===== src/rtl/spi_matrix_slave.sv =====
`timescale 1ns/1ps
// spi_matrix_slave
// SPI slave that runs entirely in the clk domain. SCLK, MOSI and SS are
// synchronised and edge-detected. Each received word is pushed into a
// ROWS-deep history, and a free-running scan engine drives a multiplexed
// LED matrix from that history. The matrix rows are active-low and the
// columns are active-high.
// MISO returns a status word that decrements after every completed word.
// Optional build macro SPI_MATRIX_ECHO_EN: MISO instead echoes the previous
// completed rx word (0 after reset), and the decrementer is removed.
module spi_matrix_slave #(
    parameter int DATA_W   = 8,
    parameter int COLS     = 4,
    parameter int ROWS     = 3,
    parameter int SCAN_DIV = 150000,
    parameter int CPOL     = 0,
    parameter int CPHA     = 0
) (
    input  logic              clk,
    input  logic              rst_n,
    input  logic              SCLK,
    input  logic              MOSI,
    input  logic              SS,
    output logic              MISO,
    output logic [COLS-1:0]   cols,
    output logic [ROWS-1:0]   rows,
    output logic              rx_valid,
    output logic [DATA_W-1:0] rx_data
);

    localparam int   BIT_W       = $clog2(DATA_W);
    localparam int   IDX_W       = $clog2(ROWS);
    localparam int   CNT_W       = (SCAN_DIV > 1) ? $clog2(SCAN_DIV) : 1;
    localparam logic IDLE_LVL    = (CPOL != 0);
    localparam logic SAMPLE_LEAD = (CPHA == 0);

`ifdef SPI_MATRIX_ECHO_EN
    localparam logic [DATA_W-1:0] TX_RST = '0;
`else
    localparam logic [DATA_W-1:0] TX_RST = '1;
`endif

    // Synchroniser chain: _p0/_p1 are the two-flop synchroniser, and _p2 is the edge history.
    logic sclk_p0, sclk_p1, sclk_p2;
    logic ss_p0, ss_p1, ss_p2;
    logic mosi_p0, mosi_p1;

    // Decoded events, all aligned with the _p1 stage.
    logic lead_edge, trail_edge, sample_edge, shift_edge;
    logic ss_fall, word_done;
    logic [DATA_W-1:0] rx_full;
    logic [DATA_W-1:0] tx_next;

    // SPI shift state
    logic [DATA_W-2:0] shift_rx;
    logic [DATA_W-1:0] shift_tx;
    logic [DATA_W-1:0] tx_word;
    logic [BIT_W-1:0]  bit_cnt;
    logic              miso_q;

    // Only the column slice of each word is ever displayed, so only that slice is kept.
    logic [COLS-1:0]   hist [ROWS];

    // Scan engine state
    logic [CNT_W-1:0]  scan_cnt;
    logic [IDX_W-1:0]  scan_idx;
    logic [ROWS-1:0]   row_sel;

`ifndef SPI_MATRIX_ECHO_EN
    // Status word steps down by one per completed word and wraps 0 -> all ones.
    function automatic logic [DATA_W-1:0] dec_wrap(input logic [DATA_W-1:0] w);
        return w - DATA_W'(1);
    endfunction
`endif

    // Bring the asynchronous SPI pins into the clk domain; the idle levels keep edges quiet out of reset.
    always_ff @(posedge clk) begin
        if (!rst_n) begin
            sclk_p0 <= IDLE_LVL;
            sclk_p1 <= IDLE_LVL;
            sclk_p2 <= IDLE_LVL;
            ss_p0   <= 1'b1;
            ss_p1   <= 1'b1;
            ss_p2   <= 1'b1;
            mosi_p0 <= 1'b0;
            mosi_p1 <= 1'b0;
        end else begin
            sclk_p0 <= SCLK;
            sclk_p1 <= sclk_p0;
            sclk_p2 <= sclk_p1;
            ss_p0   <= SS;
            ss_p1   <= ss_p0;
            ss_p2   <= ss_p1;
            mosi_p0 <= MOSI;
            mosi_p1 <= mosi_p0;
        end
    end

    // Stage p1 -> event decode
    assign lead_edge   = (sclk_p1 != IDLE_LVL) && (sclk_p2 == IDLE_LVL);
    assign trail_edge  = (sclk_p1 == IDLE_LVL) && (sclk_p2 != IDLE_LVL);
    assign sample_edge = SAMPLE_LEAD ? lead_edge  : trail_edge;
    assign shift_edge  = SAMPLE_LEAD ? trail_edge : lead_edge;
    assign ss_fall     = ss_p2 && !ss_p1;
    assign rx_full     = {shift_rx, mosi_p1};
    assign word_done   = !ss_p1 && !ss_fall && sample_edge
                         && (bit_cnt == BIT_W'(DATA_W - 1));

`ifdef SPI_MATRIX_ECHO_EN
    assign tx_next = rx_full;
`else
    assign tx_next = dec_wrap(tx_word);
`endif

    // SPI receive/transmit shifting, word completion and the MISO register.
    always_ff @(posedge clk) begin
        if (!rst_n) begin
            shift_rx <= '0;
            shift_tx <= TX_RST;
            tx_word  <= TX_RST;
            bit_cnt  <= '0;
            miso_q   <= 1'b0;
            rx_valid <= 1'b0;
            rx_data  <= '0;
        end else begin
            rx_valid <= 1'b0;
            if (ss_p1) begin
                // Deselected: any partial word is dropped, and SCLK is ignored.
                bit_cnt <= '0;
                miso_q  <= 1'b0;
            end else if (ss_fall) begin
                bit_cnt <= '0;
                if (SAMPLE_LEAD) begin
                    // The MSB must already be on the line before the first sampling edge.
                    miso_q   <= tx_word[DATA_W-1];
                    shift_tx <= {tx_word[DATA_W-2:0], 1'b0};
                end else begin
                    shift_tx <= tx_word;
                end
            end else begin
                if (sample_edge) begin
                    shift_rx <= rx_full[DATA_W-2:0];
                    if (word_done) begin
                        bit_cnt  <= '0;
                        rx_valid <= 1'b1;
                        rx_data  <= rx_full;
                        tx_word  <= tx_next;
                        // Reloaded unshifted: the next shift edge presents the new MSB for back-to-back words.
                        shift_tx <= tx_next;
                    end else begin
                        bit_cnt <= bit_cnt + 1'b1;
                    end
                end
                if (shift_edge) begin
                    miso_q   <= shift_tx[DATA_W-1];
                    shift_tx <= {shift_tx[DATA_W-2:0], 1'b0};
                end
            end
        end
    end

    assign MISO = miso_q;

    // History FIFO: the oldest entry is at index 0 and the newest word enters at ROWS-1.
    always_ff @(posedge clk) begin
        if (!rst_n) begin
            for (int k = 0; k < ROWS; k++) begin
                hist[k] <= '0;
            end
        end else if (word_done) begin
            for (int k = 0; k < ROWS - 1; k++) begin
                hist[k] <= hist[k+1];
            end
            hist[ROWS-1] <= rx_full[COLS-1:0];
        end
    end

    // One-cold row pattern for the row that the scan engine loads next.
    always_comb begin
        row_sel           = '1;
        row_sel[scan_idx] = 1'b0;
    end

    // Free-running scan: each row dwells for SCAN_DIV cycles, and the history is read before any same-cycle push.
    always_ff @(posedge clk) begin
        if (!rst_n) begin
            scan_cnt <= '0;
            scan_idx <= '0;
            rows     <= '1;
            cols     <= '0;
        end else if (scan_cnt == '0) begin
            scan_cnt <= CNT_W'(SCAN_DIV - 1);
            rows     <= row_sel;
            cols     <= hist[scan_idx];
            scan_idx <= (scan_idx == IDX_W'(ROWS - 1)) ? '0 : scan_idx + 1'b1;
        end else begin
            scan_cnt <= scan_cnt - 1'b1;
        end
    end

endmodule


===== config.mk =====
export PLATFORM = sky130hd
export DESIGN_NAME = spi_matrix_slave
export DESIGN_NICKNAME = d
export VERILOG_FILES = /design/src/rtl/spi_matrix_slave.sv
export SDC_FILE = /design/constraint.sdc
export NUM_CORES = 1
export LEC_CHECK = 0
export BUFFER_PORTS_ARGS = -buffer_cell sky130_fd_sc_hd__buf_2
export CAP_MARGIN = 20
export CORE_ASPECT_RATIO = 1.75
export CORE_UTILIZATION = 54
export DETAILED_ROUTE_END_ITERATION = 12
export HOLD_SLACK_MARGIN = 0.06
export PLACE_DENSITY = 0.84
export SETUP_SLACK_MARGIN = 0.1
export SLEW_MARGIN = 5
export SYNTH_ARGS = -nofsm -noshare
export SYNTH_HDL_FRONTEND = slang
export SYNTH_SLANG_ARGS = --single-unit

===== constraint.sdc =====
create_clock -name clk -period 1.75 [get_ports clk]
set_input_delay 0.175 -clock clk [delete_from_list [all_inputs] [get_ports clk]]
set_output_delay 0.175 -clock clk [all_outputs]
set_load 0.005 [all_outputs]

## Word-level counts from Yosys, hierarchy flattened

Memories as Yosys holds them, arrays and structs flattened. A register that Yosys moved wholly into a read port is not among the register bits.
Index checks and enable logic that the tools add are counted.
W data, S select, Z words.

| storage, ports and cells | value |
|---|---|
| input bits | 5 |
| word-level logic and storage cells | 77 |
| memories kept | 1 |
| RAM bits | 12 |
| flip-flop bits (word level) | 67 |

Memories:

| name | depth | width | read ports | clocked after Yosys merged registers in | wr ports | line | source |
|---|---|---|---|---|---|---|---|
| hist | 3 | 4 | 3 | 1 | 3 | 62 | `logic [COLS-1:0] hist [ROWS];` |

| operators by class | value |
|---|---|
| mux-type cells | 18 |
| $add $sub $neg | 4 |
| equal/unequal tests | 2 |
| reduce and logical (&&, ||, !) cells | 21 |
| magnitude comparators | 2 |
| bitwise logic cells | 10 |

Operators with widths:

| kind | count |
|---|---|
| $mux W8 | 4 |
| $logic_not A18 Y1 | 1 |
| $mux W18 | 1 |
| $sub A18 B1 Y18 const B | 1 |
| $mux W4 | 3 |
| $sub A8 B1 Y8 const B | 1 |
| $logic_and A1 B1 Y1 | 7 |
| $mux W1 | 7 |
| $not A1 Y1 | 6 |
| $reduce_and A3 Y1 | 2 |
| $reduce_bool A3 Y1 | 2 |
| $reduce_and A4 Y1 | 1 |
| $reduce_or A2 Y1 | 2 |
| $reduce_or A4 Y1 | 1 |
| $add A3 B1 Y3 const B | 1 |
| $eq A3 B3 Y1 const B | 1 |
| $logic_not A1 Y1 | 3 |
| $lt A2 B3 Y1 const B | 1 |
| $mux W3 | 1 |
| $not A3 Y3 | 1 |
| $or A1 B1 Y1 | 3 |
| $reduce_or A3 Y1 | 1 |
| $add A2 B1 Y2 const B | 1 |
| $demux W1 S2 | 1 |
| 4 further kinds | 4 |

## Longest topological paths before layout

Gate-level depths: netlist of the first run.

| depth | value |
|---|---|
| depth after elaboration | 10 |
| gate-level depth with buffers | 8 |
| depth with buffers taken out | 6 |

## Worst setup path after synthesis of the first run

OpenSTA, ideal clock, no wires.

| path | value |
|---|---|
| path type | flip-flop to flip-flop |
| from | register bit_cnt[0] |
| to | memory hist[0][0] (enable) |
| cell stages (with the launch flop) | 6 |
| data arrival time | 1.381 ns |
| data required time | 1.417 ns |
| slack | 0.036 ns |
| cells stage by stage | dfxtp_1 -> ha_1 -> ha_1 -> nand3_1 -> clkbuf_1 -> nand2_1 |

RTL lines:

| what | line | source |
|---|---|---|
| from (decl) | 58 | `logic [BIT_W-1:0] bit_cnt;` |
| from (signal assigned) | 151 | `bit_cnt <= bit_cnt + 1'b1;` |
| to (decl) | 62 |  |

## Worst setup path in the final report of the first run

| path | value |
|---|---|
| from | register bit_cnt[0] |
| to | register shift_tx[7] |

| on the way | value |
|---|---|
| cells in the longest elaborated chain, start to end | 4 |

RTL lines:

| what | line | source |
|---|---|---|
| $eq A3 B3 Y1 | 107 | `&& (bit_cnt == BIT_W'(DATA_W - 1));` |
| $logic_and A1 B1 Y1 | 107 |  |
| $reduce_bool A3 Y1 (no source line) | n/a |  |
| $reduce_and A3 Y1 (no source line) | n/a |  |
| to (signal assigned) | 136 | `shift_tx <= {tx_word[DATA_W-2:0], 1'b0};` |
| to (signal assigned) | 138 | `shift_tx <= tx_word;` |
| to (signal assigned) | 149 | `shift_tx <= tx_next;` |
| to (decl) | 56 | `logic [DATA_W-1:0] shift_tx;` |

No other way between the ends.
A chain may end at the register's enable or synchronous reset.

==> run metrics, run 1 <==
PnR worst setup slack=0.108 ns; Core ar.=6490 sq um; RSZ-0062 raised after global routing=true; Clk Latency, worst-skew pair=0.34 ns; Pwr per Cell Area=1390 nW/um^2; Synth cell types=48; fin area=4490 sq um; Final setup viols=0; vias in the first global route=2920; hpwl dp=5.42 mm; clk_skew=0.0115 ns; via count=3040; RR Endpoint=shift_tx[7]; number of synthesized flops with an enable pin=12; Cell Rows=39; setup_tns=0 ns; initial antenna violation count=0; Initial Util=0.557; clk sink count=83; largest net degree at the start of global routing=42; GRT overflow=0; total die area=7040 sq um; initial drt markers=238; Bufs on Longest Clock Path=2; R2R cell count=6; TritonCTS Buffers=9; min-delay worst type=input pin to flop; register area share after synthesis=0.493; Ant. Diodes=0; GPL Wtd Cong=0.877; Vias/cell=5.86; critical path class=flop to flop; Finished Core Util=0.692; required time of the worst setup path=1.95 ns; I/O Pins=22; Worst-Margin Slew=0.559 ns; Critical Path Start=bit_cnt[0]; DP Worst Slack=0.0437 ns; LEAKAGE=1.77 nW; Critical R2R Launch=bit_cnt[0]; final slew viol count=0; post-synthesis async set-or-reset flop share=0; peak supply drop=0.00172 V; Post-Syn Area per Cell=9.25 sq um; startpoint types=flop; Hold Fails Final Rpt=0; GRT Overall Usage=0.250; Slew Limit Headroom=0.624; DRT Pass-1 Iters=4; Root Buffer=clkbuf_16; syn nets=402; #FFs+latches synth=83; IO Port Bufs=21; R2R Setup Slk=0.11 ns; WHS Path Cells=2; Final Cycle Share=0.939; Worst-path clk slew=0.06 ns; Die Ht=110 um; Peak Freq=609 MHz; critical path data arrival time=1.84 ns; status=completed; Synth Flop Type=dfxtp_1; Syn. warnings=0; layout cells sized above 1=0.229; die span in x=63.9 um; Layout Nets=444; H-Tree Depth=3; Layout Cells excl Fill=519; Layout area overhead=24.1%; CP endpoint kind=flop; max cap viols=0; antenna viol nets, final=0; Post-Syn Area=3620 sq um; global-route wire length before repair=13.3 mm; Filler Cells Inserted=458; dpl cell area=3910 sq um; Tmin final=1.64 ns; Routed WL=9.08 mm; CP endpoint=shift_tx[7]; dpl cells=488; DRC=0; Syn Inst Count=391; Crit Path Max Fanout=4; post-DR wirelength/cell=17.5 um; CTS tree=yes
power breakdown:
group / switching (mW) / internal [mW] / leakage [nW]
clock: 0.715 / 1.18 / 0.146
combinational: 1.04 / 0.844 / 0.926
sequential: 0.291 / 2.16 / 0.703
Yosys cell counts (2+ instances only):
library cell | number | area [sq um]
or3_1 | 5 | 31.3
nand4_1 | 4 | 25.0
edfxtp_1 | 12 | 360
o31ai_1 | 2 | 15.0
o41ai_1 | 2 | 17.5
and3_1 | 14 | 87.6
nand2_1 | 41 | 154
and2_1 | 6 | 37.5
nor3_1 | 10 | 50.1
nor4_1 | 5 | 31.3
xor2_1 | 14 | 123
or4_1 | 2 | 15.0
o21ai_0 | 18 | 90.1
nor2b_1 | 3 | 18.8
a31oi_1 | 3 | 18.8
nand3_1 | 12 | 60.1
buf_2 | 2 | 10.0
and4_1 | 2 | 17.5
xnor2_1 | 5 | 43.8
inv_1 | 12 | 45.0
a221oi_1 | 3 | 26.3
o311ai_0 | 4 | 35.0
nand2b_1 | 10 | 62.6
buf_1 | 3 | 11.3
a211oi_1 | 3 | 22.5
dfxtp_1 | 71 | 1420
nor2_1 | 35 | 131
nand3b_1 | 4 | 30.0
clkbuf_1 | 18 | 67.6
mux2i_1 | 18 | 180
ha_1 | 6 | 75.1
nor4_4 | 2 | 42.5
a21oi_1 | 25 | 125
how the worst min path moves through the flow:
stage | start | endpoint | slack [ns]
final | MOSI | mosi_p0 | 0.1
after global routing | MOSI | mosi_p0 | 0.08
after CTS | MOSI | mosi_p0 | 0.09
after detailed placement | SS | ss_p0 | 0.36
after global placement | SS | ss_p0 | 0.36
after floorplan | SS | ss_p0 | 0.28
metal layers:
layer  GRT usage  share of wire  vias to the layer above
met2       0.460           0.56                       85
met1       0.252           0.36                     1454
met4       0.159          0.046                        0
met5           0              0                        -
li1            -              -                     1463
met3      0.0514          0.033                       38
per-stage QoR:
step / power, mW / hold slack, ns
after detailed placement: 3.94 / 0.364
after CTS: 5.90 / 0.0926
after floorplan: 3.52 / 0.276
after global placement: 3.90 / 0.360
final: 6.22 / 0.0973
after global routing: 6.51 / 0.0813
cell usage in the layout (no fill, tap or decap), drive strengths merged, types with 6 or more instances in the layout:
cell type / synthesis / layout
edfxtp: 12 / 12
xor2: 14 / 14
a21oi: 25 / 25
mux2i: 18 / 18
o21ai: 19 / 19
inv: 12 / 13
nand3: 13 / 13
nor4: 7 / 7
ha: 6 / 6
nor2: 35 / 35
nand2: 42 / 42
nand2b: 10 / 10
clkbuf: 18 / 14
buf: 6 / 52
dfxtp: 71 / 71
nor3: 11 / 11
and3: 14 / 14
and2: 6 / 6
registers in the layout, indices dropped and copies added (netlist names):
name,flops
ss_p0,1
hist,12
sclk_p2,1
cols,4
shift_tx,8
ss_p1,1
scan_cnt,18
sclk_p0,1
shift_rx,7
mosi_p0,1
rows,3
tx_word,8
rx_valid,1
sclk_p1,1
bit_cnt,3
mosi_p1,1
MISO,1
rx_data,8
scan_idx,2
ss_p2,1
layout make-up:
cell class              instances  area [sq um]  share of cell area
clock buffers                  13           260              0.0580
clock inverters                 2          36.3             0.00808
repair buffers                 55           419              0.0933
well taps                      82           103              0.0228
multi-input cells             272          1840               0.409
flip-flops and latches         83          1790               0.398
inverters                      12          45.0              0.0100
kinds of logic (layout without fill, tap and decap cells):
kind of cell,Yosys count,in the layout,share of synthesized area
and+or+nand+nor,162,162,0.238
muxes,18,18,0.0498
buffers and inverters,36,82,0.0391
adders and majority gates,6,6,0.0208
DFF,83,83,0.493
xor gates and xnor gates,19,19,0.0460
AOI/OAI and AO/OA,67,67,0.113
critical path: stages (launching register included):
cell and delay, ns:
dfxtp_2 0.33, ha_4 0.16, ha_4 0.16, a211o_1 0.28, and3b_2 0.25, mux2i_1 0.19, o311ai_2 0.13
timing repair:
action                                  4_1_cts  5_1_grt
endpoints found under the setup margin       28       37
buffers inserted                              3       10
cloned                                        0        1
endpoints found under the hold margin         2        0
pin swaps                                     6        5
hold buffers                                  2        0
resized for setup                            15       21
Note: power is estimated with default switching activity, not from simulation.
==> inputs of run 2 (changes only) <==
CELL_PAD_IN_SITES_DETAIL_PLACEMENT = 1   (was unset)
CELL_PAD_IN_SITES_GLOBAL_PLACEMENT = 2   (was unset)
CORE_MARGIN = 10   (was unset)
CORE_UTILIZATION = 34   (was 54)
GPL_TIMING_DRIVEN = 0   (was unset)
PLACE_DENSITY = 0.83   (was 0.84)
==> run 2 against run 1 <==
Largest power group unchanged. Setup slack got worse by 0.043 ns. Clock power barely moved. Sequential power fell by 2%. Critical path type unchanged. First-iteration DRC count fell by 65%. Utilization fell by 24 points. Die area rose by 120%. Routed wire length rose by 15%. Cell count rose by 12%. Non-clock buffer count rose by 15.
==> run metrics, run 2 (synthesis results as in run 1) <==
status=completed; Vias/cell=5.27; I/O Pins=22; largest net degree at the start of global routing=15; Hold Fails Final Rpt=0; critical path class=flop to flop; switching share of power=0.339; CTS tree=yes; RSZ-0062 raised after global routing=true; PnR worst setup slack=0.0641 ns; Worst-Margin Slew=0.626 ns; slowest CP cell=dfxtp_2; TritonCTS Buffers=9; clk sink count=83; antenna viol nets, final=0; Slew Limit Headroom=0.583; Top Registers=scan_cnt (18), hist (12); Crit Path Max Fanout=4; Sequential Power Share=0.382; R2R cell count=9; die span in x=98.0 um; critical path data arrival time=1.92 ns; H-Tree Depth=3; hpwl dp=7.01 mm; IO Port Bufs=21; Die Ht=156 um; P_int=4.15 mW; LEAKAGE=1.85 nW; Core ar.=10400 sq um; CP endpoint kind=flop; Ant. Diodes=0; Tmin final=1.69 ns; initial drt markers=84; CP endpoint=bit_cnt[0]; peak supply drop=0.000652 V; Layout Cells excl Fill=580; min-delay worst type=input pin to flop; worst hold slack=0.179 ns; startpoint types=flop; dpl cells=539; Finished Core Util=0.454; clock power share=0.301; Final Cycle Share=0.963; layout cells sized above 1=0.269; DP Worst Slack=-0.319 ns; Multi-input gate area=1920 sq um; DRT Pass-1 Iters=4; Reg with most FFs=scan_cnt; Root Buffer=clkbuf_16; required time of the worst setup path=1.98 ns; Layout area overhead=30.0%; final slew viol count=0; Critical R2R Launch=bit_cnt[1]; GRT Overall Usage=0.131; Final setup viols=0; Net Switching=2.13 mW; DRC=0; Cell Rows=49; Clk Latency, worst-skew pair=0.34 ns; Filler Cells Inserted=1200; Critical Path, Cell by Cell=ha_4 > ha_4 > nor4bb_4 > buf_4 > buf_6 > buf_6 > nor2_2 > mux2i_1 > nor2_1; RR Endpoint=bit_cnt[0]; GRT overflow=0; Bufs on Longest Clock Path=2; Initial Util=0.349; commonest non-fill, non-tap cells in the layout=dfxtp_1 (60), nand2_1 (38), nor2_1 (33), a21oi_1 (24), buf_2 (24); total chip power=6.28 mW; R2R Setup Slk=0.06 ns; max FFs per register=18; initial antenna violation count=0; post-DR wirelength/cell=18.0 um; Peak Freq=593 MHz; total die area=15300 sq um; vias in the first global route=3156; Layout Nets=459; most common cell after layout, fill and taps aside=dfxtp_1; Critical Path Start=bit_cnt[1]; CP max stage delay=0.36 ns; clk_skew=0.00877 ns; sequential cell area=1800 sq um; max cap viols=0; GPL Wtd Cong=0.813; Gate power share=0.316; via count=3054; global-route wire length before repair=16.2 mm; Worst-path clk slew=0.06 ns; Pwr per Cell Area=1340 nW/um^2; Routed WL=10.4 mm
==> run 2: final cells by class <==
type,count,area share
flip-flops and latches,83,0.383
plain buffers,23,0.0325
repair buffers,47,0.0705
multi-input cells,272,0.408
well taps,127,0.0338
clock inverters,7,0.0146
inverters,12,0.00958
clock buffers,9,0.0479
==> run 2: stage by stage <==
stage	instance area [sq um]	setup TNS, ns
final	4700	0
after global routing	4700	-0.0741
after detailed placement	3890	-10.33
after CTS	4500	0
after floorplan	3630	0
after global placement	3890	-7.50
==> run 2: worst max-delay path: cells and delay by family (launching register included) <==
family / cells / cell delay, ns
adder cells (fa/ha/maj): 2 / 0.29
buffers and inverters: 3 / 0.40
flip-flops: 1 / 0.36
multiplexers: 1 / 0.12
AND/OR/NAND/NOR: 3 / 0.42
==> run 2: what timing repair did <==
action | 4_1_cts | 5_1_grt
hold buffers | 3 | 0
gates resized for setup | 45 | 52
setup endpoints to repair | 81 | 68
pin swaps | 7 | 11
endpoints found under the hold margin | 3 | 0
gates cloned | 1 | 2
setup buffers | 13 | 7
==> run 2: worst min-delay path by stage <==
stage,cells after the start,to,slack [ns],start
2_1_floorplan,1,ss_p0,0.28,SS
6_report,2,ss_p2,0.18,rst_n
3_5_place_dp,2,sclk_p0,0.39,SCLK
3_3_place_gp,2,sclk_p0,0.38,SCLK
5_1_grt,2,ss_p2,0.20,rst_n
4_1_cts,2,ss_p2,0.18,rst_n
==> run 2: power groups by stage <==
stage          Combinational [mW]  Clock (mW)  Sequential, mW
2_1_floorplan                1.16           0            2.36
3_3_place_gp                 1.47           0            2.39
3_5_place_dp                 1.52           0            2.40
4_1_cts                      1.82        1.93            2.39
5_1_grt                      2.19        2.01            2.43
6_report                     1.99        1.89            2.40
==> run 2: per-layer routing <==
metal	vias up	routed length [um]	global-route usage
met4	0	382	0.0702
met1	1518	3790	0.122
met3	24	143	0.0256
li1	1483	-	-
met2	29	6120	0.256
met5	-	0	0
==> inputs of run 3 (changes only) <==
CORE_ASPECT_RATIO = unset   (was 1.75)
==> run 3 against run 2 <==
Power is 5.1% lower. Fmax is 0.26% lower. Critical endpoint unchanged. Global-route usage hardly changed. Setup slack worse by 0.0044 ns. Cell count is 1.4% higher. Via count is 1.6% lower. Hold slack worse by 0.0017 ns.
==> run metrics, run 3 (synthesis results as in run 1) <==
Top Registers=scan_cnt (18), hist (12); initial drt markers=113; sequential cell area=1810 sq um; Routed WL=9.80 mm; Slew Limit Headroom=0.568; Cell Rows=37; Peak Freq=592 MHz; vias in the first global route=3190; Finished Core Util=0.444; Initial Util=0.350; status=completed; TritonCTS Buffers=9; via count=3006; Final setup viols=0; Tmin final=1.69 ns; Layout area overhead=26.7%; global-route wire length before repair=16.0 mm; CP endpoint kind=flop; GPL Wtd Cong=0.769; Layout Cells excl Fill=588; post-DR wirelength/cell=16.7 um; I/O Pins=22; Reg with most FFs=scan_cnt; Final Cycle Share=0.966; required time of the worst setup path=1.99 ns; Multi-input gate area=1900 sq um; largest net degree at the start of global routing=14; Hold Fails Final Rpt=0; LEAKAGE=1.77 nW; Layout Nets=458; max cap viols=0; DRC=0; IO Port Bufs=21; DRT Pass-1 Iters=4; Clk Latency, worst-skew pair=0.35 ns; layout cells sized above 1=0.252; clk sink count=83; H-Tree Depth=3; setup_tns=0 ns; Root Buffer=clkbuf_8; Vias/cell=5.11; dpl cells=548; Worst-path clk slew=0.09 ns; min-delay worst type=input pin to flop; hpwl dp=6.30 mm; PnR worst setup slack=0.0596 ns; antenna viol nets, final=0; Die Ht=123 um; Pwr per Cell Area=1300 nW/um^2; final slew viol count=0; Filler Cells Inserted=1203; most common cell after layout, fill and taps aside=dfxtp_1; critical path class=flop to flop; Bufs on Longest Clock Path=2; Worst-Margin Slew=0.645 ns; Core ar.=10300 sq um; critical path data arrival time=1.93 ns; total die area=15200 sq um; GRT Overall Usage=0.131; Ant. Diodes=0; CTS tree=yes; Crit Path Max Fanout=7; peak supply drop=0.000813 V; die span in x=123 um; DP Worst Slack=-0.280 ns; GRT overflow=0; RSZ-0062 raised after global routing=true; commonest non-fill, non-tap cells in the layout=dfxtp_1 (60), nand2_1 (38), nor2_1 (34), a21oi_1 (24), buf_2 (24); initial antenna violation count=0; startpoint types=flop; max FFs per register=18; clk_skew=0.00910 ns
## run 3: repair_timing
action | CTS | global route
resized for setup | 40 | 52
setup buffers | 13 | 7
pin swaps | 7 | 14
gates cloned | 2 | 2
setup endpoints to repair | 81 | 77
hold buffers | 3 | 0
hold endpoints to repair | 3 | 0
## run 3: metal layers
layer / vias up / track usage / routed length (um)
met5: - / 0 / 0
met4: 0 / 0.0560 / 221
met3: 21 / 0.0242 / 222
met2: 29 / 0.224 / 4880
met1: 1475 / 0.157 / 4470
li1: 1481 / - / -
## run 3: final cells by class
cell class,instances,share of cell area
clock inverter,4,0.00437
buffer,22,0.0292
sequential,83,0.394
tap,136,0.0371
timing repair buffer,47,0.0732
multi-input combinational,272,0.414
clock buffer,12,0.0388
inverter,12,0.00983
## run 3: path summary, 6_finish.rpt
| path | slack [ns] | depth (start not counted) | endpoint | from |
|---|---|---|---|---|
| worst max-delay path | 0.06 | 9 | bit_cnt[0] | sclk_p2 |
| worst min register to register | 0.42 | 1 | ss_p1 | ss_p0 |
| worst max register to register | 0.06 | 9 | bit_cnt[0] | sclk_p2 |
| worst min-delay path | 0.18 | 3 | scan_cnt[9] | rst_n |
## run 3: report_power, final
group          internal [mW]  total [mW]  leakage, nW  switching, mW
combinational           1.03        2.18        0.960           1.15
clock                  0.679        1.38       0.0994          0.698
sequential              2.17        2.40        0.706          0.235
total                   3.88        5.96         1.77           2.09
## run 3: worst max-delay path, cell delays in order (launching register included)
cell,delay (ns)
dfxtp_2,0.35
inv_2,0.07
ha_4,0.14
buf_6,0.11
nor4bb_4,0.35
buf_6,0.19
buf_8,0.12
nor2_4,0.03
mux2i_1,0.15
nor2_1,0.06
## run 3: per-stage QoR
step                power, mW  hold slack, ns  instance area [sq um]
floorplan                3.52           0.276                   3630
global placement         3.85           0.377                   3900
detailed placement       3.92           0.386                   3900
CTS                      5.69           0.173                   4390
global route             6.36           0.191                   4580
finish                   5.96           0.177                   4580
